===== src/rtl/mem_arbiter_if.sv =====
`default_nettype none
// ============================================================================
//  Module      : mem_arbiter_if
//  Description : Bundle of the icache, dcache and MainMemory-side signals
//                seen by mem_arbiter.
//                slave  - arbiter view (drives ready/rdata and mem_* command)
//                master - environment view (clients and memory)
//  Ports       : ic_req/ic_addr/ic_rdata/ic_ready              icache side
//                dc_req/dc_we/dc_addr/dc_wdata/dc_rdata/dc_ready dcache side
//                mem_req/mem_we/mem_addr/mem_wdata/mem_rdata/mem_ready memory
//  Revision    : 1.0  initial release
// ============================================================================
interface mem_arbiter_if #(
    parameter int ADDR_W = 32,
    parameter int LINE_W = 128
);
    logic              ic_req;
    logic [ADDR_W-1:0] ic_addr;
    logic [LINE_W-1:0] ic_rdata;
    logic              ic_ready;

    logic              dc_req;
    logic              dc_we;
    logic [ADDR_W-1:0] dc_addr;
    logic [LINE_W-1:0] dc_wdata;
    logic [LINE_W-1:0] dc_rdata;
    logic              dc_ready;

    logic              mem_req;
    logic              mem_we;
    logic [ADDR_W-1:0] mem_addr;
    logic [LINE_W-1:0] mem_wdata;
    logic [LINE_W-1:0] mem_rdata;
    logic              mem_ready;

    modport slave (
        input  ic_req, ic_addr,
        input  dc_req, dc_we, dc_addr, dc_wdata,
        input  mem_rdata, mem_ready,
        output ic_rdata, ic_ready,
        output dc_rdata, dc_ready,
        output mem_req, mem_we, mem_addr, mem_wdata
    );

    modport master (
        output ic_req, ic_addr,
        output dc_req, dc_we, dc_addr, dc_wdata,
        output mem_rdata, mem_ready,
        input  ic_rdata, ic_ready,
        input  dc_rdata, dc_ready,
        input  mem_req, mem_we, mem_addr, mem_wdata
    );
endinterface
`default_nettype wire


===== src/rtl/mem_arbiter.sv =====
`default_nettype none
// ============================================================================
//  Module      : mem_arbiter
//  Description : Two-client round-robin arbiter in front of MainMemory.
//                Serialises icache line reads and dcache line reads/writes
//                onto one line port, one single-cycle mem_req per
//                transaction, and routes the completion back to the
//                granted client. All outputs are registered.
//  Ports       : clk  - system clock, rising edge
//                rst  - synchronous reset, active-high
//                bus  - mem_arbiter_if.slave (client and memory signals)
//  Revision    : 1.0  initial release
// ============================================================================
module mem_arbiter #(
    parameter int ADDR_W = 32,
    parameter int LINE_W = 128
) (
    input  wire logic         clk,
    input  wire logic         rst,
    mem_arbiter_if.slave      bus
);

    localparam logic [1:0] c_ST_IDLE  = 2'd0;
    localparam logic [1:0] c_ST_ISSUE = 2'd1;
    localparam logic [1:0] c_ST_WAIT  = 2'd2;
    localparam logic [1:0] c_ST_RESP  = 2'd3;

    localparam logic c_CL_IC = 1'b0;
    localparam logic c_CL_DC = 1'b1;

    // Line-aligns a byte address (16-byte lines).
    localparam logic [ADDR_W-1:0] c_LINE_MASK = {{(ADDR_W-4){1'b1}}, 4'b0000};

    logic [1:0]        r_state;
    logic [1:0]        w_state_nxt;

    // r_grant is both the current owner and the last_grant used for the
    // round-robin tie break: it only changes when a new grant is made.
    logic              r_grant;
    logic              r_mem_req;
    logic              r_mem_we;
    logic [ADDR_W-1:0] r_mem_addr;
    logic [LINE_W-1:0] r_mem_wdata;
    logic              r_ic_ready;
    logic              r_dc_ready;
    logic [LINE_W-1:0] r_ic_rdata;
    logic [LINE_W-1:0] r_dc_rdata;

    logic              w_any_req;
    logic              w_pick_dc;
    logic              w_grant_nxt;
    logic              w_mem_req_nxt;
    logic              w_mem_we_nxt;
    logic [ADDR_W-1:0] w_mem_addr_nxt;
    logic [LINE_W-1:0] w_mem_wdata_nxt;
    logic              w_ic_ready_nxt;
    logic              w_dc_ready_nxt;
    logic [LINE_W-1:0] w_ic_rdata_nxt;
    logic [LINE_W-1:0] w_dc_rdata_nxt;

    assign w_any_req = bus.ic_req | bus.dc_req;
    // DC wins when it is alone, or on a tie when IC was served last.
    assign w_pick_dc = bus.dc_req & (~bus.ic_req | (r_grant == c_CL_IC));

    // ------------------------------------------------------------------
    // State and output registers
    // ------------------------------------------------------------------
    always_ff @(posedge clk) begin
        if (rst) begin
            r_state     <= c_ST_IDLE;
            r_grant     <= c_CL_IC;
            r_mem_req   <= 1'b0;
            r_mem_we    <= 1'b0;
            r_mem_addr  <= '0;
            r_mem_wdata <= '0;
            r_ic_ready  <= 1'b0;
            r_dc_ready  <= 1'b0;
            r_ic_rdata  <= '0;
            r_dc_rdata  <= '0;
        end else begin
            r_state     <= w_state_nxt;
            r_grant     <= w_grant_nxt;
            r_mem_req   <= w_mem_req_nxt;
            r_mem_we    <= w_mem_we_nxt;
            r_mem_addr  <= w_mem_addr_nxt;
            r_mem_wdata <= w_mem_wdata_nxt;
            r_ic_ready  <= w_ic_ready_nxt;
            r_dc_ready  <= w_dc_ready_nxt;
            r_ic_rdata  <= w_ic_rdata_nxt;
            r_dc_rdata  <= w_dc_rdata_nxt;
        end
    end

    // ------------------------------------------------------------------
    // Next-state logic
    // ------------------------------------------------------------------
    always_comb begin
        w_state_nxt = r_state;
        case (r_state)
            c_ST_IDLE:  if (w_any_req) w_state_nxt = c_ST_ISSUE;
            c_ST_ISSUE: w_state_nxt = c_ST_WAIT;
            c_ST_WAIT:  if (bus.mem_ready) w_state_nxt = c_ST_RESP;
            // RESP always returns to IDLE, so a req still high during the
            // ready cycle is never mistaken for a new request.
            c_ST_RESP:  w_state_nxt = c_ST_IDLE;
            default:    w_state_nxt = c_ST_IDLE;
        endcase
    end

    // ------------------------------------------------------------------
    // Output logic: next values of the registered outputs. The ready and
    // mem_req registers are loaded one state early so they are high
    // exactly during RESP and ISSUE respectively.
    // ------------------------------------------------------------------
    always_comb begin
        w_grant_nxt     = r_grant;
        w_mem_req_nxt   = 1'b0;
        w_mem_we_nxt    = r_mem_we;
        w_mem_addr_nxt  = r_mem_addr;
        w_mem_wdata_nxt = r_mem_wdata;
        w_ic_ready_nxt  = 1'b0;
        w_dc_ready_nxt  = 1'b0;
        w_ic_rdata_nxt  = r_ic_rdata;
        w_dc_rdata_nxt  = r_dc_rdata;
        case (r_state)
            c_ST_IDLE: begin
                if (w_any_req) begin
                    w_grant_nxt   = w_pick_dc;
                    w_mem_req_nxt = 1'b1;
                    if (w_pick_dc) begin
                        w_mem_we_nxt    = bus.dc_we;
                        w_mem_addr_nxt  = bus.dc_addr & c_LINE_MASK;
                        w_mem_wdata_nxt = bus.dc_wdata;
                    end else begin
                        w_mem_we_nxt    = 1'b0;
                        w_mem_addr_nxt  = bus.ic_addr & c_LINE_MASK;
                        w_mem_wdata_nxt = '0;
                    end
                end
            end
            c_ST_WAIT: begin
                if (bus.mem_ready) begin
                    if (r_grant == c_CL_DC) begin
                        w_dc_ready_nxt = 1'b1;
                        if (!r_mem_we) w_dc_rdata_nxt = bus.mem_rdata;
                    end else begin
                        w_ic_ready_nxt = 1'b1;
                        if (!r_mem_we) w_ic_rdata_nxt = bus.mem_rdata;
                    end
                end
            end
            default: ;
        endcase
    end

    assign bus.mem_req   = r_mem_req;
    assign bus.mem_we    = r_mem_we;
    assign bus.mem_addr  = r_mem_addr;
    assign bus.mem_wdata = r_mem_wdata;
    assign bus.ic_ready  = r_ic_ready;
    assign bus.dc_ready  = r_dc_ready;
    assign bus.ic_rdata  = r_ic_rdata;
    assign bus.dc_rdata  = r_dc_rdata;

endmodule
`default_nettype wire


===== src/flat_wrapper.sv =====
// flat-port wrapper written by rule: the top's interface ports become plain ports
module mem_arbiter_flat 
#(
    parameter int ADDR_W = 32,
    parameter int LINE_W = 128
)
  (clk, rst, bus_ic_req, bus_ic_addr, bus_dc_req, bus_dc_we, bus_dc_addr, bus_dc_wdata, bus_mem_rdata, bus_mem_ready, bus_ic_rdata, bus_ic_ready, bus_dc_rdata, bus_dc_ready, bus_mem_req, bus_mem_we, bus_mem_addr, bus_mem_wdata);
  mem_arbiter_if #(.ADDR_W(ADDR_W), .LINE_W(LINE_W)) bus_i ();
  input  wire logic clk;
  input  wire logic rst;
  input wire logic [$bits(bus_i.ic_req)-1:0] bus_ic_req;
  input wire logic [$bits(bus_i.ic_addr)-1:0] bus_ic_addr;
  input wire logic [$bits(bus_i.dc_req)-1:0] bus_dc_req;
  input wire logic [$bits(bus_i.dc_we)-1:0] bus_dc_we;
  input wire logic [$bits(bus_i.dc_addr)-1:0] bus_dc_addr;
  input wire logic [$bits(bus_i.dc_wdata)-1:0] bus_dc_wdata;
  input wire logic [$bits(bus_i.mem_rdata)-1:0] bus_mem_rdata;
  input wire logic [$bits(bus_i.mem_ready)-1:0] bus_mem_ready;
  output wire logic [$bits(bus_i.ic_rdata)-1:0] bus_ic_rdata;
  output wire logic [$bits(bus_i.ic_ready)-1:0] bus_ic_ready;
  output wire logic [$bits(bus_i.dc_rdata)-1:0] bus_dc_rdata;
  output wire logic [$bits(bus_i.dc_ready)-1:0] bus_dc_ready;
  output wire logic [$bits(bus_i.mem_req)-1:0] bus_mem_req;
  output wire logic [$bits(bus_i.mem_we)-1:0] bus_mem_we;
  output wire logic [$bits(bus_i.mem_addr)-1:0] bus_mem_addr;
  output wire logic [$bits(bus_i.mem_wdata)-1:0] bus_mem_wdata;
  assign bus_i.ic_req = bus_ic_req;
  assign bus_i.ic_addr = bus_ic_addr;
  assign bus_i.dc_req = bus_dc_req;
  assign bus_i.dc_we = bus_dc_we;
  assign bus_i.dc_addr = bus_dc_addr;
  assign bus_i.dc_wdata = bus_dc_wdata;
  assign bus_i.mem_rdata = bus_mem_rdata;
  assign bus_i.mem_ready = bus_mem_ready;
  assign bus_ic_rdata = bus_i.ic_rdata;
  assign bus_ic_ready = bus_i.ic_ready;
  assign bus_dc_rdata = bus_i.dc_rdata;
  assign bus_dc_ready = bus_i.dc_ready;
  assign bus_mem_req = bus_i.mem_req;
  assign bus_mem_we = bus_i.mem_we;
  assign bus_mem_addr = bus_i.mem_addr;
  assign bus_mem_wdata = bus_i.mem_wdata;
  mem_arbiter #(.ADDR_W(ADDR_W), .LINE_W(LINE_W)) u_core (.clk(clk), .rst(rst), .bus(bus_i));
endmodule

===== config.mk =====
export PLATFORM = sky130hd
export DESIGN_NAME = mem_arbiter_flat
export DESIGN_NICKNAME = d
export VERILOG_FILES = /design/src/rtl/mem_arbiter_if.sv /design/src/rtl/mem_arbiter.sv /design/src/flat_wrapper.sv
export SDC_FILE = /design/constraint.sdc
export NUM_CORES = 1
export LEC_CHECK = 0
export CAP_MARGIN = 0
export CORE_AREA = 2 2 293 295
export CTS_CLUSTER_DIAMETER = 40
export DETAILED_ROUTE_END_ITERATION = 8
export DIE_AREA = 0 0 295 297
export PLACE_DENSITY = 0.5
export SLEW_MARGIN = 30
export SYNTH_ARGS = -nofsm -noshare
export SYNTH_HDL_FRONTEND = slang
export SYNTH_SLANG_ARGS = --single-unit

===== constraint.sdc =====
create_clock -name clk -period 2.5 [get_ports clk]
set_input_delay 0.25 -clock clk [delete_from_list [all_inputs] [get_ports clk]]
set_output_delay 0.25 -clock clk [all_outputs]
set_load 0.02 [all_outputs]

### Word level (Yosys, flattened, before mapping)

Index checks and enable logic that the tools add are counted.

| operators by class | value |
|---|---|
| add/sub/neg operators | 0 |
| multiply operators | 0 |
| div/mod/pow operators | 0 |
| order comparisons | 0 |
| eq/ne operators | 5 |
| shift-type cells | 0 |
| mux-type cells | 9 |
| bitwise gates (word level) | 9 |
| reduce and logical (&&, ||, !) cells | 7 |

Operators by type and width:

| kind | number |
|---|---|
| $mux W128 | 1 |
| $mux W32 | 1 |
| $pmux W2 S4 | 1 |
| $reduce_and A4 Y1 | 2 |
| $not A1 Y1 | 6 |
| $eq A2 B2 Y1 const B | 2 |
| $mux W1 | 4 |
| $mux W2 | 2 |
| $reduce_and A2 Y1 | 2 |
| $reduce_or A3 Y1 | 1 |
| $eq A2 B1 Y1 const B | 1 |
| $logic_not A2 Y1 | 1 |
| $ne A2 B1 Y1 const B | 1 |
| $ne A2 B2 Y1 const B | 1 |
| $or A1 B1 Y1 | 2 |
| $reduce_or A2 Y1 | 1 |
| $and A1 B1 Y1 | 1 |

| storage, ports and cells | value |
|---|---|
| bits in registers | 423 |
| latch bits | 0 |
| RAM bits | 0 |
| memory bits (read-only) | 0 |
| output and inout bits | 420 |
| word-level logic and storage cells | 40 |
| memories | 0 |

### Longest topological paths before layout

| logic depth | value |
|---|---|
| depth in word-level cells | 4 |
| depth in mapped cells | 7 |

### Worst setup path before layout

No wires, ideal clock.

| timing path | value |
|---|---|
| kind | reg2reg |
| from | register u_core.r_state[0] |
| to | register u_core.r_mem_wdata[117], in the netlist u_core.bus.mem_wdata[117] |
| library setup time | 59 ps |
| data arrival time | 1,374 ps |
| slack | 1,067 ps |
| stages on the path, launching flop included | 8 |
| period minus slack after synthesis | 1,433 ps |
| cells stage by stage | dfxtp_1 -> inv_1 -> ha_1 -> nand2_1 -> a211oi_2 -> buf_2 -> buf_2 -> a22o_1 |

| on the way | value |
|---|---|
| word-level cells in the longest chain between the ends | 2 |

RTL lines:

| what | RTL line | text |
|---|---|---|
| from (decl) | mem_arbiter.sv:34 | `logic [1:0] r_state;` |
| from (signal assigned) | mem_arbiter.sv:70 | `r_state <= c_ST_IDLE;` |
| from (signal assigned) | mem_arbiter.sv:81 | `r_state <= w_state_nxt;` |
| $logic_not A2 Y1 | mem_arbiter.sv:125 | `case (r_state)` |
| $reduce_and A2 Y1 (no line) | n/a |  |
| to (signal assigned) | mem_arbiter.sv:86 | `r_mem_wdata <= w_mem_wdata_nxt;` |
| to (decl) | mem_arbiter.sv:43 | `logic [LINE_W-1:0] r_mem_wdata;` |

Every way passes these cells.
A chain may end at the register's enable or synchronous reset.

### Worst setup path after layout

| timing path | value |
|---|---|
| from | register u_core.r_ic_rdata[127], in the netlist u_core.bus.ic_rdata[127] |
| to | output bus_ic_rdata[127] |

RTL lines:

| what | RTL line | text |
|---|---|---|
| from (decl) | mem_arbiter.sv:46 | `logic [LINE_W-1:0] r_ic_rdata;` |
| from (signal assigned) | mem_arbiter.sv:89 | `r_ic_rdata <= w_ic_rdata_nxt;` |
| to (decl) | flat_wrapper.sv:19 | `output wire logic [$bits(bus_i.ic_rdata)-1:0] bus_ic_rdata;` |

No word-level cell between the ends.

==> flow_summary.ini <==
[layout]
area_growth_pct = 82.8
fill_cells = 8920
fin_area_mm2 = 0.0259
utilization_pct = 30.7
drive_gt1_share_pct = 8.21
nets = 2647

[setup_path]
cpLargestDelayFamily = buffers and inverters
arrival_ns = 1.80
cp.required_ns = 2.25
cp-end-kind = output port
path_cells = clkdlybuf4s50_1
timing.rr.end = u_core.bus.ic_rdata[86]
reg2reg_from = u_core.r_state[0]
crit_type = flop to output port
cp_max_fo = 2
cpMaxStageDelayCell = clkdlybuf4s50_1
reg2reg_depth = 7
slowest_delay_ns = 0.86
crit_start = u_core.bus.ic_rdata[127]
cp-start-kind = flop
cp.depth = 1
cp-endpoint = bus_ic_rdata[127]
reg2reg_slack_ns = 0.61
critPathBufInv = 1

[clocking]
cts_resized = 0
htree_num_levels = 3
post-cts-setup-buffers = 0
numCtsBuffers = 84
cts_root_buf = clkbuf_16
cts_sinks = 419
cts_buffer_depth = 3
cts.clk_slew.worst_paths_ns = 0.05
clk_latency_ns = 0.63
cts_tree = built

[global_route]
grt_pass1_wl_mm = 88.7
antenna_found_initial = 3
track_usage_pct = 13.4
grt_pass1_vias = 13600
grt-ovfl-total = 0
grt_max_degree = 138

[synthesis]
synth_ff_type = dfxtp_1
ys_top_cells_by_count = nand2_1 (570), dfxtp_1 (419), a21oi_1 (258), a22o_1 (129), buf_2 (57)
syn_inst = 1591
ys_seq_area_share_pct = 59.2
ys_types = 30
synth_area_mm2 = 0.0142
synthTopCellsByArea = dfxtp_1 (59%), nand2_1 (15%), a21oi_1 (9.1%)
synth.most_common_cell = nand2_1
yosysWarningCount = 0
synth-edff-count = 0
synth_top_cell_by_area = dfxtp_1
synth_top_area_share_pct = 59.2
synth_async_sr_flop_share_pct = 0
synth_seq_cells = 419
syn_avg_cell_area_um2 = 8.91

[power]
vdd_drop_max_mv = 0.593
powerDensity_mw_per_mm2 = 988
power.leakage_nw = 9.10

[die]
initial_core_util_pct = 16.8
num_rows = 107
chipHeight_um = 297
coreArea_mm2 = 0.0845
die_area_mm2 = 0.0876
fp.dieW_um = 295
ios = 746

[timing]
finalCritPeriodShare_pct = 82.0
worst_pin_slew_ns = 0.787
skew_ns = 0.0227
rsz0062_at_grt = false
max-slew-margin-rel_pct = 47.5
fin_crit_ns = 2.05
final_hold_viol_count = 0
hold_ws_ns = 0.198
max_freq_mhz = 488
setup_viol_count_final = 0
final-max-slew-violation-count = 0
setup_tns_ns = 0

[run_status]
outcome = complete, no violations

[job]
cap_violations = 0

[drt]
remaining_drc_errors = 0
vias = 13700
ant_nets = 0
wl_per_cell_um = 17.4
drt-initial-drc-count = 645
routed_wirelength_mm = 61.5
routed_via_density = 3.89
first_pass_iters = 4

[place]
dp_hpwl_mm = 44.1
io_buffer_count = 733
place_area_mm2 = 0.0229
globalplace.congestion = 0.777

[hold_path]
hp-class = input port to flop
==> worst reg2reg max path, cell delays in order, from the launching register on <==
cell and delay, ns:
dfxtp_1 0.30, inv_1 0.07, ha_1 0.34, and4bb_4 0.33
buf_12 0.20, buf_4 0.33, nand2_1 0.10, a21oi_1 0.14
==> metrics by stage <==
step,std cells,power (mW),setup slack [ns]
finish,3532,25.6,0.449
global route,3532,26.7,0.419
CTS,3531,26.0,0.429
detailed placement,3376,13.7,0.384
global placement,3376,13.7,0.454
floorplan,1594,10.7,1.07
==> flip-flops by register name, indices dropped and copies added (netlist names) <==
name                  cells
u_core.bus.dc_rdata     128
u_core.bus.ic_rdata     128
u_core.bus.mem_wdata    128
u_core.bus.mem_addr      28
u_core.r_state            2
u_core.bus.dc_ready       1
u_core.bus.ic_ready       1
u_core.bus.mem_req        1
u_core.bus.mem_we         1
u_core.r_grant            1
==> area by class of cell <==
| class | instances | area, µm² | share of cell area (%) |
|---|---|---|---|
| Inverter | 2 | 7.51 | 0.0290 |
| Tap cell | 1144 | 1430 | 5.52 |
| Sequential cell | 419 | 8390 | 32.4 |
| Clock inverter | 54 | 756 | 2.92 |
| Clock buffer | 100 | 2290 | 8.85 |
| Multi-Input combinational cell | 1040 | 5160 | 19.9 |
| Timing Repair Buffer | 772 | 7880 | 30.4 |
| Antenna cell | 1 | 2.50 | 0.00966 |
==> layer usage <==
layer | GRT usage (%) | vias up | routed length (µm)
met2 | 22.8 | 482 | 30000
met5 | 0 | - | 0
met3 | 5.14 | 106 | 5630
li1 | - | 6833 | -
met4 | 4.66 | 0 | 1570
met1 | 15.2 | 6328 | 24300
==> cell families after synthesis <==
kind of cell             share of synthesized area [%]
flip-flops                                        59.2
multiplexers                                    0.0706
AO/OA/AOI/OAI                                     19.3
buffers and inverters                             4.75
AND/OR/NAND/NOR                                   16.5
other                                           0.0265
adder cells (fa/ha/maj)                          0.177
==> report_power, final <==
group	internal, mW	switching (mW)
combinational	2.59	2.92
sequential	7.57	0.497
clock	8.04	4.00
==> what timing repair did <==
item                                    4_1_cts  5_1_grt
hold buffers                                  1        0
endpoints found under the setup margin        0        0
hold endpoints to repair                     27        0
==> cells in the final DEF, fill, tap and decap left out, drive strengths merged, types with 14 or more instances in the layout <==
master / count
nor2: 32
bufinv: 14
clkinv: 26
a21oi: 258
clkbuf: 100
clkdlybuf4s50: 732
dfxtp: 419
buf: 39
a311oi: 29
a22o: 129
nand2: 570
==> worst min path at each step <==
stage | to | start | slack, ns | cells past startpoint
after CTS | u_core.bus.dc_rdata[72] | bus_mem_rdata[72] | 0.14 | 3
after detailed placement | u_core.bus.ic_rdata[21] | u_core.bus.ic_rdata[21] | 0.45 | 2
after global placement | u_core.bus.dc_rdata[110] | u_core.bus.dc_rdata[110] | 0.44 | 2
after global routing | u_core.bus.ic_rdata[68] | bus_mem_rdata[68] | 0.17 | 3
final | u_core.bus.ic_rdata[53] | bus_mem_rdata[53] | 0.20 | 3
after floorplan | u_core.r_grant | bus_ic_req | 0.37 | 1
No activity file was read; power rests on OpenSTA's default activity.
